===== src/rtl/fetch_ctrl.sv =====
// Fetch-stage PC controller: picks the next PC from exception, eret, branch,
// stall and sequential sources, and holds a branch target across decode stalls.
module fetch_ctrl #(
  parameter logic [31:0] PC_BASE   = 32'h0000_3000,
  parameter logic [31:0] EXC_ENTRY = 32'h0000_4180,
  parameter logic [31:0] PC_MIN    = 32'h0000_3000,
  parameter logic [31:0] PC_MAX    = 32'h0000_6ffc
) (
  input  logic        clk,
  input  logic        reset,
  input  logic        stall,
  input  logic        br_valid,
  input  logic [31:0] br_target,
  input  logic        exc_valid,
  input  logic        eret_valid,
  input  logic [31:0] epc,
  input  logic [31:0] f_pc,
  output logic        ifu_en,
  output logic [31:0] npc,
  output logic        flush_fd,
  output logic [4:0]  f_exccode,
  output logic [1:0]  state,
  output logic [15:0] stall_cnt,
  output logic [15:0] redir_cnt
);

  // state     | meaning
  // RUN       | fetching normally
  // HOLD      | decode stall, no branch outstanding
  // HOLD_PEND | decode stall with a taken branch target waiting in r_pending
  localparam logic [1:0] ST_RUN       = 2'd0;
  localparam logic [1:0] ST_HOLD      = 2'd1;
  localparam logic [1:0] ST_HOLD_PEND = 2'd2;

  logic [1:0]  r_state;
  logic [31:0] r_pending;
  logic [15:0] r_stall_cnt;
  logic [15:0] r_redir_cnt;

  logic [1:0]  w_state_nxt;
  logic [31:0] w_pending_nxt;
  logic        w_ifu_en;
  logic [31:0] w_npc;
  logic        w_flush;
  logic        w_redir;

  assign w_redir = exc_valid | eret_valid;

  always_comb begin
    w_npc         = f_pc + 32'd4;
    w_ifu_en      = 1'b1;
    w_flush       = 1'b0;
    w_state_nxt   = ST_RUN;
    w_pending_nxt = r_pending;
    if (reset) begin
      w_npc         = PC_BASE;
      w_ifu_en      = 1'b0;
      w_pending_nxt = 32'd0;
    end else if (exc_valid) begin
      w_npc         = EXC_ENTRY;
      w_flush       = 1'b1;
      w_pending_nxt = 32'd0;
    end else if (eret_valid) begin
      w_npc         = epc;
      w_flush       = 1'b1;
      w_pending_nxt = 32'd0;
    end else if (r_state == ST_HOLD_PEND) begin
      if (stall) begin
        w_ifu_en    = 1'b0;
        w_state_nxt = ST_HOLD_PEND;
        if (br_valid) w_pending_nxt = br_target;
      end else begin
        w_npc         = br_valid ? br_target : r_pending;
        w_pending_nxt = 32'd0;
      end
    end else if (br_valid) begin
      // delay slot stays in F/D, so a plain branch never flushes
      if (stall) begin
        w_ifu_en      = 1'b0;
        w_pending_nxt = br_target;
        w_state_nxt   = ST_HOLD_PEND;
      end else begin
        w_npc = br_target;
      end
    end else if (stall) begin
      w_ifu_en    = 1'b0;
      w_state_nxt = ST_HOLD;
    end
  end

  always_ff @(posedge clk or posedge reset) begin
    if (reset) begin
      r_state     <= ST_RUN;
      r_pending   <= 32'd0;
      r_stall_cnt <= 16'd0;
      r_redir_cnt <= 16'd0;
    end else begin
      r_state   <= w_state_nxt;
      r_pending <= w_pending_nxt;
      if (!w_ifu_en && r_stall_cnt != 16'hFFFF) r_stall_cnt <= r_stall_cnt + 16'd1;
      if (w_redir) r_redir_cnt <= r_redir_cnt + 16'd1;
    end
  end

  assign ifu_en    = w_ifu_en;
  assign npc       = w_npc;
  assign flush_fd  = w_flush;
  assign state     = r_state;
  assign stall_cnt = r_stall_cnt;
  assign redir_cnt = r_redir_cnt;

  // address-error check is informational only and never steers the FSM
  assign f_exccode = ((f_pc[1:0] != 2'b00) || (f_pc < PC_MIN) || (f_pc > PC_MAX)) ? 5'd4 : 5'd0;

endmodule


===== config.mk =====
export PLATFORM = sky130hd
export DESIGN_NAME = fetch_ctrl
export DESIGN_NICKNAME = d
export VERILOG_FILES = /design/src/rtl/fetch_ctrl.sv
export SDC_FILE = /design/constraint.sdc
export NUM_CORES = 1
export LEC_CHECK = 0
export ABC_AREA = 1
export CAP_MARGIN = 20
export CORE_UTILIZATION = 35
export DETAILED_ROUTE_END_ITERATION = 10
export SLEW_MARGIN = 15
export SYNTH_ARGS = -nofsm -noshare
export SYNTH_HDL_FRONTEND = slang
export SYNTH_SLANG_ARGS = --single-unit

===== constraint.sdc =====
create_clock -name clk -period 4.9 [get_ports clk]
set_clock_uncertainty 0.05 [all_clocks]
set_input_delay 0.98 -clock clk [delete_from_list [all_inputs] [get_ports clk]]
set_output_delay 0.98 -clock clk [all_outputs]
set_load 0.03 [all_outputs]

Word-level counts from Yosys, hierarchy flattened
Index checks and enable logic that the tools add are counted.
- bitwise gates (word level): 1
- eq/ne operators: 2
- multiplexer cells: 30
- order comparisons: 2
- reductions and logical operators: 8
- $add $sub $neg: 3
- operators by type and width (cell ; count):
    $mux 32 ; 15
    $add 16x1->16 const B ; 2
    $add 32x3->32 const B ; 1
    $gt 32x15->1 const B ; 1
    $lt 32x14->1 const B ; 1
    $ne 16x16->1 const B ; 1
    $mux 2 ; 6
    $reduce_bool 5->1 ; 2
    $mux 1 ; 8
    $mux 3 ; 1
    $eq 2x2->1 const B ; 1
    $logic_or 1x1->1 ; 2
    $reduce_and 2->1 ; 1
    $reduce_bool 2->1 ; 1
    $logic_and 1x1->1 ; 1
    $logic_not 1->1 ; 1
    $or 1x1->1 ; 1
- register bits after elaboration: 66
- output and inout bits: 73

Longest topological paths before layout
- word-level depth: 7
- mapped depth: 12
- gate-level depth less buffers: 12

Least setup slack after synthesis
OpenSTA, ideal clock, no wires.
- path type: input port to output port
- start: input reset
- end: output npc[12]
- slack: 0.865 ns
- arrival time: 3.005 ns
- buffers on the path: 0
- stages: 2
- data required time: 3.870 ns
- cell sequence: inv_1 -> nand2_1
- cells in the longest elaborated chain, start to end: 1
- ends and longest elaborated chain (element ; RTL line ; text):
    start: declaration ; 10 ; input logic reset,
    $mux 32 ; 55 ; if (reset) begin
    end: declaration ; 19 ; output logic [31:0] npc,
No other way between the ends.

Worst setup path after layout
- start: input f_pc[2]
- end: output npc[20]
- cells in the longest elaborated chain, start to end: 7
- ends and longest elaborated chain (element ; RTL line ; text):
    start: declaration ; 17 ; input logic [31:0] f_pc,
    $add 32x3->32 (*) ; 50 ; w_npc = f_pc + 32'd4;
    $mux 32 ; 78 ; if (stall) begin
    $mux 32 ; 76 ; end else if (br_valid) begin
    $mux 32 (*) ; 67 ; end else if (r_state == ST_HOLD_PEND) begin
    $mux 32 (*) ; 63 ; end else if (eret_valid) begin
    $mux 32 (*) ; 59 ; end else if (exc_valid) begin
    $mux 32 (*) ; 55 ;
Mark *: on every way between the ends. The rest lies on a longest branch, timed or not.

==> impl_metrics.toml <==
[outcome]
result_of_the_run = "completed"

[floorplan]
die_ht_um = 129
rows = 46
die-area_um2 = 16600
initial_core_util = 0.356
area_of_the_core_um2 = 15800
io_pins = 175
die_x_um = 129

[place]
port-buffer-count = 170
preCtsSetupSlack_ns = 0.405
place.detailed.hpwl_um = 15900
place_congestion = 0.972

[synthesis]
netlist-cell-type-count = 43
synth.largest_area_cell = "sky130_fd_sc_hd__dfrtp_1"
post_synth.cell_area_avg_um2 = 6.32
syn-instance-count = 892
netlist_area_before_placement_um2 = 5640
most_frequent_cell_after_synthesis = "sky130_fd_sc_hd__nand2_1"
ys_seq_elements = 66
synth_edf_count = 0
synth_flop_cell = "sky130_fd_sc_hd__dfrtp_1"
async_reset_ff_frac = 1.00
synthDominantCellAreaShare = 0.293
ys_seq_area_frac = 0.293
yosys_warnings = 0
synth.area.top_cells = "sky130_fd_sc_hd__dfrtp_1 29%, sky130_fd_sc_hd__nand2_1 15%, sky130_fd_sc_hd__o21ai_0 8.4%"
synth.cells.most_frequent = "230 x sky130_fd_sc_hd__nand2_1, 106 x sky130_fd_sc_hd__inv_1, 101 x sky130_fd_sc_hd__nor2_1"

[cells_and_area]
layout-drive-gt1-share = 0.0915
n_antenna_cell = 0
final.fill_count = 1625
final_net_count = 1160
areaGrowthSynthToFinish_pct = 38.3

[power]
leakage_nw = 3.54
worst_vdd_rail_ir_drop_mv = 0.359
p_per_area_nw_per_um2 = 266

[sta]
max_freq_mhz = 222
timing.max_slew.rel_slack = 0.437
worst_pin_slew_ns = 0.845
timing.final.ws_setup_ns = 0.393
finalCritPeriodShare = 0.920
number_of_hold_violations_in_the_final_report = 0
min_period_ns = 4.51
final.setup.tns_ns = 0
final-max-slew-violation-count = 0
setup-violations-final = 0
rsz0062_at_grt = "false"

[grt]
grt_pass1_vias = 5760
grt.overflow.total = 0
grt_pass1_wl_um = 31100
antenna_found_initial = 1
global_route.usage.total = 0.244
grt_start_max_net_pins = 48

[clocking]
cts_buffers = 9
post_cts_resize_count = 0
clock_tree.root_cell = "sky130_fd_sc_hd__clkbuf_16"
clkTransAtPathRegs_ns = 0.05
h_tree_levels = 3
clkSinkCount = 66
cts_hold_repair.buffers = 0
buffer_levels_on_the_longest_clock_path = 2
postCtsSetupRepairBufs = 0
clock_insertion_delay_worst_skew_ns = 0.33
cts_tree = "built"

[setup_path]
cp_num_buf_inv = 3
arrival_ns = 3.48
critical-path-top-cell-by-count = "sky130_fd_sc_hd__nand2_1"
crit_fanout = 5
timing.critical_path.slowest_stage_cell = "sky130_fd_sc_hd__clkdlybuf4s50_1"
crit_chain = "clkdlybuf4s50_1 -> ha_1 -> nand2_1 -> nor2_4 -> nand2_2 -> nor2_2 -> nand3_1 -> nand3_1 -> nand2_1 -> inv_1 -> nand2_1 -> a21oi_1 -> clkdlybuf4s50_1"
cpPeakStageDelay_ns = 0.69
timing_worst_setup_path_type = "in2out"
crit_family = "buffers and inverters"
type_of_element_launching_the_critical_path = "primary input"
critical_path_required_ns = 3.87
endpoint_kind = "primary output"
timing.reg2reg.setup_slack_ns = 2.33

[routing]
route.detailed.vias_per_inst = 5.01
detailedRoute.firstIterationViolations = 450
vias = 6399
postRouteWirelength_um = 20300
remaining_routing_drc_violations = 0
ant_nets = 0
routed_wire_length_per_instance_um = 15.9
drt_first_pass_iters = 4

[flow_run]
max_capacitance_violation_count = 0

[worst_hold_path]
timing.hold.worst.class = "reg2reg"
[registers in the layout, indices dropped and copies added (netlist names)]
register / flops
r_pending: 32
redir_cnt: 16
stall_cnt: 16
state: 2
[cells by family (layout without fill, tap and decap cells)]
| family | after synthesis | count (layout) | share of synthesized area |
|---|---|---|---|
| xor gates and xnor gates | 33 | 33 | 0.0512 |
| adders and majority gates | 3 | 3 | 0.00665 |
| buffers and inverters | 150 | 315 | 0.106 |
| DFF | 66 | 66 | 0.293 |
| other | 1 | 4 | 0.000665 |
| and+or+nand+nor | 441 | 441 | 0.340 |
| AOI/OAI and AO/OA | 198 | 198 | 0.203 |
[final cells by class]
cell class              count  area, um2  share of cell area
flip-flops and latches     66       1650               0.212
clock buffers              12        246              0.0316
multi-input cells         679       3400               0.436
clock inverters             4       51.3             0.00657
inverters                 111        419              0.0537
repair buffers            188       1760               0.226
well taps                 216        270              0.0346
[power breakdown]
part | total (mW) | internal [mW] | leakage [nW] | switching (mW)
Sequential | 0.688 | 0.611 | 0.890 | 0.0773
Clock | 0.645 | 0.408 | 0.143 | 0.237
Combinational | 0.740 | 0.311 | 2.51 | 0.428
[worst register-to-register path, cell delays in order (launching register included)]
cell and delay, ns:
sky130_fd_sc_hd__dfrtp_1 0.40, sky130_fd_sc_hd__nor2_4 0.26, sky130_fd_sc_hd__inv_2 0.07, sky130_fd_sc_hd__buf_4 0.27, sky130_fd_sc_hd__o21ai_1 0.20, sky130_fd_sc_hd__or2_1 0.70, sky130_fd_sc_hd__buf_4 0.34, sky130_fd_sc_hd__o22ai_1 0.11
[final timing paths]
| path | startpoint | cells past startpoint | endpoint |
|---|---|---|---|
| setup / recovery | f_pc[2] | 13 | npc[20] |
| hold / removal | redir_cnt[15] | 1 | redir_cnt[15] |
| setup reg to reg | state[0] | 7 | r_pending[28] |
| hold reg to reg | redir_cnt[15] | 1 | redir_cnt[15] |
| max in group asynchronous | reset | 4 | r_pending[15] |
| min in group asynchronous | reset | 3 | r_pending[1] |
[through the flow]
| stage | total power [mW] | instances | util | cell area (um2) | hold WS (ns) |
|---|---|---|---|---|---|
| after CTS | 2.09 | 1276 | 0.493 | 7800 | 0.436 |
| final | 2.07 | 1276 | 0.493 | 7800 | 0.433 |
| after global placement | 1.43 | 1260 | 0.474 | 7510 | 0.415 |
| after floorplan | 1.10 | 895 | - | 5650 | 0.434 |
| after global routing | 2.18 | 1276 | 0.493 | 7800 | 0.454 |
| after detailed placement | 1.43 | 1260 | 0.474 | 7510 | 0.425 |
[metal layers]
metal | vias to the layer above | wire (um) | track usage
met4 | 0 | 329 | 0.0630
li1 | 3241 | - | -
met1 | 2922 | 9630 | 0.343
met3 | 19 | 1450 | 0.0574
met5 | - | 0 | 0
met2 | 217 | 8920 | 0.375
[placed cells by master, fill, tap and decap left out, types with 21 or more instances in the layout]
master,n
sky130_fd_sc_hd__nand2_1,230
sky130_fd_sc_hd__clkdlybuf4s50_1,142
sky130_fd_sc_hd__inv_1,105
sky130_fd_sc_hd__nor2_1,101
sky130_fd_sc_hd__o21ai_0,95
sky130_fd_sc_hd__dfrtp_1,66
sky130_fd_sc_hd__nand3_1,53
sky130_fd_sc_hd__buf_4,45
sky130_fd_sc_hd__a21oi_1,41
sky130_fd_sc_hd__xnor2_1,21
Note: power is estimated with default switching activity, not from simulation.
